<file path="src/rtl/regfile_16x16.sv">
// Sixteen-entry register file with one write port and two registered read ports.
// Optional macro RF_BYPASS_EN forwards same-cycle write data to a colliding read.
module regfile_16x16 #(
  parameter int DW = 16,
  parameter int AW = 4
) (
  input  logic          Clk,
  input  logic          Reset,
  input  logic          W_wr,
  input  logic [AW-1:0] W_addr,
  input  logic [DW-1:0] W_data,
  input  logic          Ra_rd,
  input  logic [AW-1:0] Ra_addr,
  output logic [DW-1:0] Ra_data,
  input  logic          Rb_rd,
  input  logic [AW-1:0] Rb_addr,
  output logic [DW-1:0] Rb_data,
  output logic [7:0]    Wr_cnt
);

  localparam int DEPTH = 2 ** AW;

  logic [DW-1:0] mem [DEPTH];
  logic [DW-1:0] rd_word_a;
  logic [DW-1:0] rd_word_b;

  function automatic logic [7:0] sat_inc(input logic [7:0] cnt);
    return (cnt == 8'hFF) ? cnt : cnt + 8'd1;
  endfunction

  always_comb begin
    rd_word_a = mem[Ra_addr];
    rd_word_b = mem[Rb_addr];
`ifdef RF_BYPASS_EN
    // A read colliding with this cycle's write sees the incoming value.
    if (W_wr && (W_addr == Ra_addr)) rd_word_a = W_data;
    if (W_wr && (W_addr == Rb_addr)) rd_word_b = W_data;
`endif
  end

  always_ff @(posedge Clk) begin
    if (Reset) begin
      for (int i = 0; i < DEPTH; i++) mem[i] <= '0;
      Ra_data <= '0;
      Rb_data <= '0;
      Wr_cnt  <= '0;
    end else begin
      if (W_wr) begin
        mem[W_addr] <= W_data;
        Wr_cnt      <= sat_inc(Wr_cnt);
      end
      if (Ra_rd) Ra_data <= rd_word_a;
      if (Rb_rd) Rb_data <= rd_word_b;
    end
  end

endmodule

</file>
<file path="config.mk">
export PLATFORM = sky130hd
export DESIGN_NAME = regfile_16x16
export DESIGN_NICKNAME = d
export VERILOG_FILES = /design/src/rtl/regfile_16x16.sv
export SDC_FILE = /design/constraint.sdc
export NUM_CORES = 1
export LEC_CHECK = 0
export ABC_AREA = 1
export BUFFER_PORTS_ARGS = -buffer_cell sky130_fd_sc_hd__buf_2
export CORE_ASPECT_RATIO = 1.75
export CORE_UTILIZATION = 40
export CTS_BUF_LIST = sky130_fd_sc_hd__clkbuf_8
export CTS_CLUSTER_SIZE = 24
export DETAILED_ROUTE_END_ITERATION = 6
export PLACE_DENSITY = 0.64
export REMOVE_ABC_BUFFERS = 1
export SYNTH_ARGS = -nofsm -noshare
export SYNTH_HDL_FRONTEND = slang
export SYNTH_SLANG_ARGS = --single-unit
</file>
<file path="constraint.sdc">
create_clock -name Clk -period 1.8 [get_ports Clk]
set_clock_uncertainty 0.1 [all_clocks]
set_input_delay 0.09 -clock Clk [delete_from_list [all_inputs] [get_ports Clk]]
set_output_delay 0.09 -clock Clk [all_outputs]
set_load 0.02 [all_outputs]
</file>
## Word-level counts from Yosys, hierarchy flattened

Memories as Yosys holds them, arrays and structs flattened. A register that Yosys moved wholly into a read port is not among the register bits.
Index checks and enable logic that the tools add are counted.

| storage, ports and cells | value |
|---|---|
| memory bits (writable) | 256 |
| input port bits | 33 |
| memories kept | 1 |
| word-level logic and storage cells | 15 |
| flip-flop bits (word level) | 8 |

| operators by class | value |
|---|---|
| bitwise logic cells | 1 |
| equality and inequality tests | 1 |
| add/subtract/negate cells | 1 |
| mux-type cells | 8 |
| reduce and logical (&&, ||, !) cells | 2 |

Memories:

| name | words | width | read ports | clocked after Yosys merged registers in | wr ports | RTL line | RTL |
|---|---|---|---|---|---|---|---|
| mem | 16 | 16 | 2 | 2 | 16 | 23 | `logic [DW-1:0] mem [DEPTH];` |

Operators with widths:

| cell | number |
|---|---|
| $mux 16 | 1 |
| $reduce_or 16->1 | 1 |
| $add 8x1->8 const B | 1 |
| $eq 8x8->1 const B | 1 |
| $mux 1 | 6 |
| $mux 4 | 1 |
| $reduce_and 2->1 | 1 |
| $not 1->1 | 1 |

## Longest topological paths before layout

| depth | value |
|---|---|
| word-level depth | 5 |
| depth in mapped cells | 11 |
| gate-level depth less buffers | 9 |

## Least setup slack after synthesis

Ideal clock, no wire load.

| timing path | value |
|---|---|
| path kind | input -> register |
| start | input port W_wr |
| end | memory mem[3][0], enable pin |
| arrival | 1.309 ns |
| cell stages on the path | 7 |
| path slack | 0.019 ns |
| library setup time | 0.372 ns |
| buffers on the path | 1 |
| cell sequence | inv_1 nor2_4 inv_2 nor3_4 nand2_2 buf_6 nand2_1 |

RTL lines:

| what | RTL line | RTL |
|---|---|---|
| start: declaration | 9 | `input logic W_wr,` |
| end: declaration | 23 |  |

## Worst setup path in the final report

| timing path | value |
|---|---|
| start | register Wr_cnt[1] |
| end | register Wr_cnt[0] |

| on the way | value |
|---|---|
| cells in the longest elaborated chain, start to end | 3 |

RTL lines:

| what | RTL line | RTL |
|---|---|---|
| start: declaration | 18 | `output logic [7:0] Wr_cnt` |
| start signal: assignment | 50 | `Wr_cnt <= sat_inc(Wr_cnt);` |
| $eq 8x8->1 | 28 | `return (cnt == 8'hFF) ? cnt : cnt + 8'd1;` |
| $not 1->1 (no source line) | - |  |
| $reduce_and 2->1 (no source line) | - |  |

No other way between the ends.
A chain may end at the register's enable or synchronous reset.

==> results.md <==
- The flow ran to the end, and the final reports show no timing, DRC or antenna violations.
- The number of warnings printed during yosys synthesis is 0.
- The setup path with the least slack is of type reg2reg.
- Across the whole layout, storage elements account for 8490 µm².
- The path category of the worst min-delay check is in2reg.
- The worst pin sits at a relative slew slack of 54.2%.
- Pin placement for this block handled 73 I/O pins.
- The reported leakage power is 8.07 nW.
- The minimum clock period is 1.58 ns.
- The number of global-route vias before repair was 14200.
- The achievable clock frequency is 0.634 GHz.
- The first global-routing pass estimated 79600 µm of wire.
- The width of the die is 152 µm.
- The type of destination of the critical path is a flip-flop.
- In this run the vertical extent of the chip is 264 µm.
- For this design the ratio of total power to cell area is 882 nW/µm².
- The biggest cell delay along the critical path is 0.37 ns.
- The fraction of the cycle the final worst path needs is 87.6%.
- In the final layout, the share of cells above drive strength 1 is 12.5%.
- Counting the fill cells in the layout gives 3693.
- The most common cell after layout, fill and taps aside is nand2_1.
- The total count of max-transition violations in the final report is 0.
- Per report_power, the clock group accounts for 35.4% of the total.
- At the end of routability-driven placement, the weighted congestion stood at 0.871.
- Of all nets on the critical path, the largest fanout is 9.
- After floorplanning, the core was divided into 95 placement rows.
- The cell count after synthesis is 2002.
- The estimated wirelength of the detail-placed design is 34800 µm.
- The internal power of the cells is 0.0116 W.
- The clock-pin slew on the worst setup and hold paths is 0.07 ns.
- The root buffer selected by CTS is clkbuf_8.
- The depth of the most critical reg-to-reg path is 7.
- The first-iteration detailed-routing DRC count is 1466.
- The top cell types in the final layout, fill and taps aside, are 708 x nand2_1, 414 x nand3_1, 331 x nor2_1.
- The design draws 0.0161 W.
- The net total in the final layout is 2126.
- The number of buffers added by the clock tree synthesis step is 44.
- After synthesis, the mean cell area works out to 7.85 µm².
- The clock sink count is 296.
- Buffers placed on the I/O ports in this run total 72.
- For the pin with the worst max-slew slack, the measured transition is 0.687 ns.
- The global-route usage over all layers is 26.6%.
- The most frequent cell on the critical path is nand2_1.
- The path length in cells of the critical path is 7.
- After global routing the overflow that remains totals 0.
- The largest net degree at the start of global routing is 65.
- Dividing the detail-routed wire length by the instance count gives 20.0 µm.
- Setup repair after global routing left no endpoint under its margin.
- The area of the placeable core is 38500 µm².
- On the critical path, the stage with the largest delay is an instance of dfxtp_1.
- The residual antenna-violating net count after detailed routing is 0.
- The summed instance area of the synthesized netlist is 15700 µm².
- After synthesis, the largest area contributor takes up 48.9% of total cell area.
- The number of synthesized register bits is 296.
- In this run, the combinational gates consume 14.3% of the power.
- Wires add up to 52200 µm.
- The endpoint arrival time on the critical path is 1.97 ns.
- The count of cells in the finished layout, fillers not included, comes to 2611.
- On the critical path the largest part of the delay comes from simple AND/OR/NAND/NOR gates.
- The remaining routing DRC violations is 0.
- The initial antenna violation count was 1.
- The area taken by multi-input logic gates is 6290 µm².
- For flop-to-flop paths, the worst setup slack is 0.22 ns.
- The clock passes through at most 3 buffers.
- Traced cell by cell, the critical path runs through ha_1 -> nand2_1 -> nor2_1 -> nand2_1 -> nand2_1 -> o21ai_0 -> a21oi_1.
- TritonCTS built the clock tree.
- In the post-synthesis netlist, the biggest area contributors are edfxtp_1 49%, nand2_1 17%, nand3_1 13%, nor2_1 7.9%, dfxtp_1 5.1%.
- The die covers 40100 µm².
- The kind of start point of the critical path is a flip-flop.
- The hold violation count in the final report is 0.
- The initial utilization of the core area, before any placement, comes to 40.8%.
- The data required time of the worst path is 2.19 ns.
- For this run, the register share of the synthesized area comes to 54.0%.
- Sequential cells burn 50.3% of the power.
- The first detailed-routing pass took 6 iterations.
- After detailed routing, the number of vias per cell comes to 5.50.
- The number of stages on the worst hold path is 3.
- The maximum level of the CTS H-tree is 2.
- The worst hold slack across all endpoints is 0.0323 ns.
- The analysis attributes to net switching a power of 0.00451 W.
- The switching power as a share of total power is 27.9%.
- The number of buffers and inverters on the critical path is 0.
- The routed via count is 14400.
- Across the VDD grid, the largest voltage drop is 568 µV.
- The synthesized netlist contains 23 unique library cells.
- The number of cells after detailed placement is 2512.
- Max-cap violations in this run came to 0.
- edfxtp_1 takes more of the synthesized area than any other cell.
- The layout-stage area growth over the synthesis result is 16.4%.
- The number of endpoints failing setup at the final stage is 0.
- The clock latency at the later pin of the worst-skew pair is 0.58 ns.
-- final cells by class --
type / count / share of cell area [%]
Multi-Input combinational cell: 1494 / 34.4
Clock inverter: 29 / 1.15
Sequential cell: 296 / 46.4
Antenna cell: 1 / 0.0137
Inverter: 67 / 1.40
Clock buffer: 50 / 3.76
Timing Repair Buffer: 189 / 9.51
Tap cell: 485 / 3.32
-- through the flow --
step / TNS (ns) / util [%] / instance area [µm²] / worst slack, ns
6_report: 0 / 47.5 / 18300 / 0.223
5_1_grt: 0 / 47.5 / 18300 / 0.0209
4_1_cts: 0 / 47.5 / 18300 / 0.0226
3_5_place_dp: 0 / 44.6 / 17200 / 0.212
3_3_place_gp: 0 / 44.6 / 17200 / 0.240
2_1_floorplan: -23.82 / - / 15000 / -0.744
-- power by group through the flow --
stage / clock (W) / combinational, W / sequential, W
final: 0.00571 / 0.00231 / 0.00812
after global routing: 0.00602 / 0.00252 / 0.00815
after CTS: 0.00578 / 0.00228 / 0.00812
after detailed placement: 0 / 0.00224 / 0.00826
after global placement: 0 / 0.00220 / 0.00825
after floorplan: 0 / 0.00112 / 0.00823
-- registers in the layout (all words and copies together) (netlist names) --
name / count
Ra_data: 16
Rb_data: 16
Wr_cnt: 8
mem: 256
-- synth_stat cells --
master,number
a21oi_1,8
dfxtp_1,40
buf_6,8
xor2_1,3
ha_1,1
inv_1,63
nand2_1,708
buf_1,21
edfxtp_1,256
nor3_1,1
buf_2,67
clkbuf_1,49
nor3_4,2
nand3_1,417
nand2_2,10
nand3_2,6
xnor2_1,2
clkinv_1,1
nor3_2,1
o21ai_0,3
nor2_1,331
nor2_4,1
inv_2,3
-- per-layer routing --
metal / up-vias / part of all wire, % / global-route usage (%)
met3: 218 / 6.7 / 3.42
met1: 6684 / 34 / 28.5
met5: - / 0 / 0
met2: 738 / 52 / 48.0
met4: 0 / 6.6 / 16.7
li1: 6724 / - / -
-- kinds of logic after synthesis --
| kind of cell | after synthesis | share of synthesized area, % |
|---|---|---|
| simple gates | 1477 | 39.3 |
| buf+inv | 212 | 5.98 |
| flops | 296 | 54.0 |
| xor+xnor | 5 | 0.279 |
| fa+ha+maj | 1 | 0.0796 |
| compound gates | 11 | 0.350 |
-- final timing paths --
| kind | startpoint | end |
|---|---|---|
| setup / recovery | Wr_cnt[1] | Wr_cnt[0] |
| hold / removal | W_data[10] | mem[5][10] |
| setup reg to reg | Wr_cnt[1] | Wr_cnt[0] |
| hold reg to reg | Wr_cnt[4] | Wr_cnt[4] |
-- worst min-delay path, delay by kind of cell --
kind / cells / cell delay, ns
buffers and inverters: 2 / 0.33
AND/OR/NAND/NOR: 1 / 0.17
-- repair_timing --
action,in CTS,in global routing
hold buffers,20,0
resized for setup,0,3
endpoints found under the setup margin,0,2
endpoints found under the hold margin,195,0
setup buffers,0,1
Note: power is estimated with default switching activity, not from simulation.
